--- src/rtl/ips_filter_pkg.sv ---
// ips_filter_pkg: shared drive constants for IPS sensor conditioning
package ips_filter_pkg;
  localparam int ACLK_HZ = 50_000_000;
  localparam int SYNC_STAGES_DEF = 2;
  // 20 us of stable input before a sensor level is accepted
  localparam int DEBOUNCE_CYCLES_DEF = ACLK_HZ / 50_000;
  // 1 ms with no sensor on the line before it is declared lost
  localparam int LOST_CYCLES_DEF = ACLK_HZ / 1_000;
  localparam int SENS_L = 2;
  localparam int SENS_C = 1;
  localparam int SENS_R = 0;
  typedef logic [2:0] sens_t;
endpackage

--- src/rtl/ips_debounce.sv ---
// ips_debounce: single-channel synchroniser plus stable-count debouncer
module ips_debounce #(
  parameter int SYNC_STAGES = 2,
  parameter int DEBOUNCE_CYCLES = 1000
) (
  input  logic clk,
  input  logic rstn,
  input  logic raw,
  output logic out,
  output logic flip
);
  localparam int CW = $clog2(DEBOUNCE_CYCLES + 1);
  localparam logic [CW-1:0] LAST = CW'(DEBOUNCE_CYCLES - 1);
  logic [SYNC_STAGES-1:0] sync;
  logic [CW-1:0] cnt;
  logic s;
  assign s = sync[SYNC_STAGES-1];
  assign flip = (s != out) && (cnt == LAST);
  // shift raw input through the synchroniser chain
  always_ff @(posedge clk) begin
    if (!rstn) sync <= '0;
    else sync <= {sync[SYNC_STAGES-2:0], raw};
  end
  // count consecutive disagreeing cycles; any agreement restarts qualification
  always_ff @(posedge clk) begin
    if (!rstn) begin
      cnt <= '0;
      out <= 1'b0;
    end else if (s == out) begin
      cnt <= '0;
    end else if (cnt == LAST) begin
      out <= s;
      cnt <= '0;
    end else begin
      cnt <= cnt + 1'b1;
    end
  end
endmodule

--- src/rtl/ips_filter.sv ---
// ips_filter: debounced L/C/R sensor levels with change pulse and line-lost flag
module ips_filter
  import ips_filter_pkg::*;
#(
  parameter int SYNC_STAGES = SYNC_STAGES_DEF,
  parameter int DEBOUNCE_CYCLES = DEBOUNCE_CYCLES_DEF,
  parameter int LOST_CYCLES = LOST_CYCLES_DEF
) (
  input  logic CLK,
  input  logic RSTn,
  input  logic IPS_L,
  input  logic IPS_C,
  input  logic IPS_R,
  output logic L,
  output logic C,
  output logic R,
  output logic Change,
  output logic Lost
);
  localparam int LW = $clog2(LOST_CYCLES + 1);
  localparam logic [LW-1:0] LMAX = LW'(LOST_CYCLES);
  sens_t raw, lvl, flip;
  logic [LW-1:0] lcnt;
  assign raw[SENS_L] = IPS_L;
  assign raw[SENS_C] = IPS_C;
  assign raw[SENS_R] = IPS_R;
  for (genvar g = 0; g < 3; g++) begin : g_ch
    ips_debounce #(
      .SYNC_STAGES(SYNC_STAGES),
      .DEBOUNCE_CYCLES(DEBOUNCE_CYCLES)
    ) u_deb (
      .clk(CLK),
      .rstn(RSTn),
      .raw(raw[g]),
      .out(lvl[g]),
      .flip(flip[g])
    );
  end
  assign L = lvl[SENS_L];
  assign C = lvl[SENS_C];
  assign R = lvl[SENS_R];
  // pulse on any flip; time how long every sensor has been off the line, saturating
  always_ff @(posedge CLK) begin
    if (!RSTn) begin
      lcnt <= '0;
      Change <= 1'b0;
      Lost <= 1'b0;
    end else begin
      Change <= |flip;
      if (|lvl) begin
        lcnt <= '0;
        Lost <= 1'b0;
      end else if (lcnt < LMAX) begin
        lcnt <= lcnt + 1'b1;
        Lost <= (lcnt + 1'b1 == LMAX);
      end
    end
  end
endmodule

--- config.mk ---
export PLATFORM = sky130hd
export DESIGN_NAME = ips_filter
export DESIGN_NICKNAME = d
export VERILOG_FILES = /design/src/rtl/ips_filter_pkg.sv /design/src/rtl/ips_debounce.sv /design/src/rtl/ips_filter.sv
export SDC_FILE = /design/constraint.sdc
export NUM_CORES = 1
export LEC_CHECK = 0
export BUFFER_PORTS_ARGS = -buffer_cell sky130_fd_sc_hd__buf_2
export CORE_ASPECT_RATIO = 1.1
export CORE_MARGIN = 4
export CORE_UTILIZATION = 57
export CTS_BUF_LIST = sky130_fd_sc_hd__clkbuf_8
export CTS_CLUSTER_DIAMETER = 60
export CTS_CLUSTER_SIZE = 25
export DETAILED_ROUTE_END_ITERATION = 10
export MAX_ROUTING_LAYER = met4
export PLACE_DENSITY = 0.77
export SLEW_MARGIN = 20
export SYNTH_ARGS = -nofsm -noshare
export SYNTH_HDL_FRONTEND = slang
export SYNTH_SLANG_ARGS = --single-unit
export TNS_END_PERCENT = 1
--- constraint.sdc ---
create_clock -name CLK -period 1.73 [get_ports CLK]
set_input_delay 0.173 -clock CLK [delete_from_list [all_inputs] [get_ports CLK]]
set_output_delay 0.173 -clock CLK [all_outputs]
set_load 0.02 [all_outputs]
# ---- Yosys cells after proc, flatten, opt, wreduce, memory -nomap -nowiden
# Cells that the tools add are included.
dict set report word_totals {
  mem_bits_rw 0
  wordCells 42
  latchBits 0
  inputBits 5
  n_memories 0
  romBits 0
  register_bits 57
}
dict set report classes {
  div_mod_pow 0
  magnitude_cmp 1
  n_eq_ne 10
  n_addsub 4
  mul 0
  n_shift 0
  reduce_logical 11
  mux 0
  n_bitwise 4
}
# op count
set op_table {}
lappend op_table {{10-bit by 1-bit adder with 10-bit output, second input constant} 3}
lappend op_table {{10-bit equality test, second input constant} 3}
lappend op_table {{16-bit by 1-bit adder with 16-bit output, second input constant} 1}
lappend op_table {{16-bit equality test, second input constant} 1}
lappend op_table {{16-bit less-than comparator, second input constant} 1}
lappend op_table {{3-bit OR reduction} 4}
lappend op_table {{2-bit AND reduction} 3}
lappend op_table {{1-bit NOT} 4}
lappend op_table {{4-bit OR reduction} 1}
lappend op_table {{1-bit equality test} 3}
lappend op_table {{1-bit logical AND} 3}
lappend op_table {{1-bit != test} 3}

# ---- Depth between registers and ports, before layout
dict set report depth {
  word_depth 3
  ltp_mapped 7
  mapped_depth_nobuf 6
}

# ---- By module
# From an unflattened synthesis, not the netlist that was laid out.
dict set report unflattened {
  hier_cells 310
  area_unflattened_um2 2949.1
}
# module n_inst cells_per_inst seq_area_each_um2 area_per_inst_um2
set by_module_without_submodules {}
lappend by_module_without_submodules {ips_debounce 3 59 260.2 585.6}
lappend by_module_without_submodules {ips_filter 1 133 360.3 1192.4}

# ---- Worst setup path before layout
# OpenSTA, ideal clock, no wires.
dict set report synth_path {
  kind {reg2reg}
  start {register lcnt[2]}
  end {register Lost}
  t_required_ns 1.661
  slack_ns 0.034
  period_less_slack_ns 1.696
  arrival_ns 1.627
  stages_incl_launch_ff 7
  setup_ns 0.069
  n_path_buf 1
  cell_sequence {dfxtp_1 -> buf_2 -> and4_4 -> nand4_4 -> or3_1 -> a2111o_1 -> o21ai_1}
}
dict set report synth_between {
  elab_chain_cells 2
}
# item line_no
set synth_lines {}
lappend synth_lines {{start, declared} ips_filter.sv:23} ;# logic [LW-1:0] lcnt;
lappend synth_lines {{start signal, assigned} ips_filter.sv:54} ;# lcnt <= lcnt + 1'b1;
lappend synth_lines {{16-bit by 1-bit adder with 16-bit output} ips_filter.sv:55} ;# Lost <= (lcnt + 1'b1 == LMAX);
lappend synth_lines {{16-bit equality test} ips_filter.sv:55}
lappend synth_lines {{end signal, assigned} ips_filter.sv:55}
lappend synth_lines {{end, declared} ips_filter.sv:18} ;# output logic Lost
# Several ways; a longest one is shown, not always the timed one.
# A chain may end at the register's enable or synchronous reset.

# ---- Worst setup path after layout
dict set report layout_path {
  start {register lcnt[11]}
  end {register Lost}
}
# The elaborated chain is that of the path after synthesis.

==> metrics.md <==
| Metric | Value |
|---|---|
| Status | finished, final reports clean |
| Crit Path Max Fanout | 4 |
| Final setup vio count | 0 |
| Detail Route Antenna Nets | 0 |
| TritonCTS Buffers | 9 |
| Slew Limit Fails | 0 |
| Final global-route overflow total | 0 |
| Remaining DRCs | 0 |
| Hold Crit Class | in -> reg |
| CP startpoint | lcnt[11] |
| Synth Warn # | 0 |
| Layout area overhead | 21.2% |
| Final hold viol count | 0 |
| Seq/Total Area, Yosys | 43.8% |
| Slew @ Worst Pin | 0.403 ns |
| Worst setup path endpoint | Lost |
| Setup Crit Path Kind | reg -> reg |
| GRT Util Overall | 19.9% |
| Fillers | 327 |
| Final setup margin | 0.0261 ns |
| Via count | 2178 |
| Number of synthesized flops with an enable pin | 0 |
| Worst reg2reg setup slack | 0.03 ns |
| Clk_skew | 0.00735 ns |
| Top FF cell, synth | dfxtp_1 |
| Root buffer cell | clkbuf_8 |
| Via/cell ratio | 5.50 |
| First drt pass iteration count | 4 |
| Die Ht | 78.9 um |
| Wire per inst | 12.7 um |
| Initial antenna violation count | 0 |
| Skew-Pair Late Insertion Delay | 0.34 ns |
| Setup total negative slack | 0 ns |
| Total clock sinks | 57 |
| Yosys reg bits | 57 |
| Worst EP required | 1.99 ns |
| Antenna cells | 0 |
| Post-synth top cells | 57 x dfxtp_1, 45 x nor2_1, 21 x nand2_1 |
| Synth area leader | dfxtp_1 |
| Largest net degree at the start of global routing | 17 |
| Period Utilization, post-route | 98.5% |
| Die ar. | 5720 um^2 |
| Post-Syn Area | 2610 um^2 |
| Fin util | 72.6% |
| First-pass GRT wire length | 8760 um |
| Detailed Route WL | 5050 um |
| Vias in the first global route | 2121 |
| Arrival time at the worst endpoint | 1.97 ns |
| Site Rows | 25 |
| Core Region | 4350 um^2 |
| Dpl ws | -0.00167 ns |
| Area contributors post-synth | dfxtp_1 44%, nor2_1 6.5%, xor2_1 5.7% |
| Initial Util | 59.9% |
| 1st-iter DRT viols | 111 |
| Critical Path End Type | register |
| Max Cap Viol | 0 |
| RSZ-0062 raised after global routing | yes |
| PD cells | 895 nW/um^2 |
| Port buffer count | 9 |
| Share of cells above drive strength 1 | 23.1% |
| Die Wd | 72.5 um |
| Yosys cell types | 45 |
| CTS tree | yes |
| Clk buf depth | 2 |
| VDD IR-drop max | 0.488 mV |
| Share of the synthesized area in the top cell type | 43.8% |
| Origin of the critical flop-to-flop path | lcnt[11] |
| H-tree depth | 3 |
| Max Freq | 0.587 GHz |
| Critical R2R Capture | Lost |
| Synthesized area per cell | 8.72 um^2 |
| Relative slew slack | 73.0% |
| Final Critical Period | 1.70 ns |
| Async set or reset register ratio after synthesis | 0% |
| Post-layout net count | 347 |
| DP HPWL | 3430 um |
| Synthesized netlist net count | 309 |
| Total leakage power | 1.16 nW |
| Clock transition at the registers of the reported paths | 0.07 ns |
| # IOs | 10 |
| GP Congestion | 0.841 |
| Post-Synthesis Cells | 299 |
| Count leader, synth | dfxtp_1 |
| Critical path startpoint category | register |
| R2R depth | 5 |
-- through the flow --
step / hold WS [ns] / std cells / total power, mW / area, um^2
floorplan: 0.300 / 299 / 1.41 / 2610
global placement: 0.383 / 377 / 1.44 / 2860
detailed placement: 0.386 / 377 / 1.44 / 2860
CTS: 0.0348 / 396 / 2.84 / 3120
global route: 0.0474 / 396 / 2.92 / 3160
finish: 0.0462 / 396 / 2.83 / 3160
-- routing by layer --
| metal | global-route usage [%] | wire length [um] | vias up |
|---|---|---|---|
| met5 | - | 0 | - |
| met2 | 32.1 | 2430 | 26 |
| met4 | 9.04 | 64 | 0 |
| li1 | - | - | 1116 |
| met3 | 5.57 | 138 | 9 |
| met1 | 22.9 | 2420 | 1027 |
-- cell families (layout without fill, tap and decap cells) --
logic type / after synthesis / after routing / share of synthesized area (%)
AOI/OAI and AO/OA: 37 / 37 / 8.40
buffers and inverters: 15 / 58 / 2.45
adders and majority gates: 5 / 5 / 2.40
muxes: 6 / 6 / 2.30
and+or+nand+nor: 148 / 148 / 30.2
xor gates and xnor gates: 31 / 31 / 10.4
DFF: 57 / 57 / 43.8
-- power by group --
| group | internal (mW) | switching, mW |
|---|---|---|
| sequential | 1.33 | 0.0102 |
| combinational | 0.0359 | 0.0399 |
| clock | 0.884 | 0.529 |
| total | 2.25 | 0.579 |
-- worst max-delay path: stages, from the launching register on --
cell	delay, ns
dfxtp_1	0.38
and3_2	0.24
nand4_4	0.10
or3_1	0.36
a2111o_1	0.41
o21ai_1	0.14
-- registers in the layout (all words and copies together), names as in the netlist --
name and cells:
Change 1, lcnt 16, g_ch.u_deb.out 3, g_ch.u_deb.cnt 30
g_ch.u_deb.sync 6, Lost 1
-- cell usage in the layout, fill, tap and decap left out, drive strengths merged, types with 2 or more instances in the layout --
cell type and instances:
and2 9, o2111ai 2, a21oi 13, o21ai 13
bufinv 2, xnor2 14, nor3b 3, or4 4
or2 2, dfxtp 57, nand3 15, nand3b 2
nor2 45, or3 11, o31ai 3, mux2i 6
nor4 2, nand4 10, inv 6, buf 37
nor3 4, clkbuf 11, nor2b 7, clkinvlp 2
xor2 17, nand2 21, ha 5, and3 6
-- final cells by class --
cell class                      count  area (um^2)  area share (%)
Clock inverter                      5         78.8            2.50
Multi-Input combinational cell    227         1430            45.2
Tap cell                           54         67.6            2.14
Clock buffer                       11          151            4.79
Inverter                            5         18.8           0.594
Timing Repair Buffer               37          259            8.20
Sequential cell                    57         1150            36.5
-- how the worst min path moves through the flow --
stage / end / from / slack [ns] / cells after the start
2_1_floorplan: g_ch[0].u_deb.sync[0] / IPS_R / 0.30 / 1
3_3_place_gp: g_ch[0].u_deb.sync[0] / IPS_R / 0.38 / 2
3_5_place_dp: g_ch[2].u_deb.sync[0] / IPS_L / 0.39 / 2
4_1_cts: g_ch[2].u_deb.sync[0] / IPS_L / 0.03 / 2
5_1_grt: g_ch[2].u_deb.sync[0] / IPS_L / 0.05 / 2
6_report: g_ch[0].u_deb.sync[0] / IPS_R / 0.05 / 2
-- repair_timing --
item                                    4_1_cts  5_1_grt
cloned                                        0        0
hold buffers                                  0        0
pin swaps                                     0        1
endpoints found under the setup margin        2       11
buffers inserted                              3        0
endpoints found under the hold margin         0        0
gates resized for setup                       2       16
Note: power is estimated with default switching activity, not from simulation.
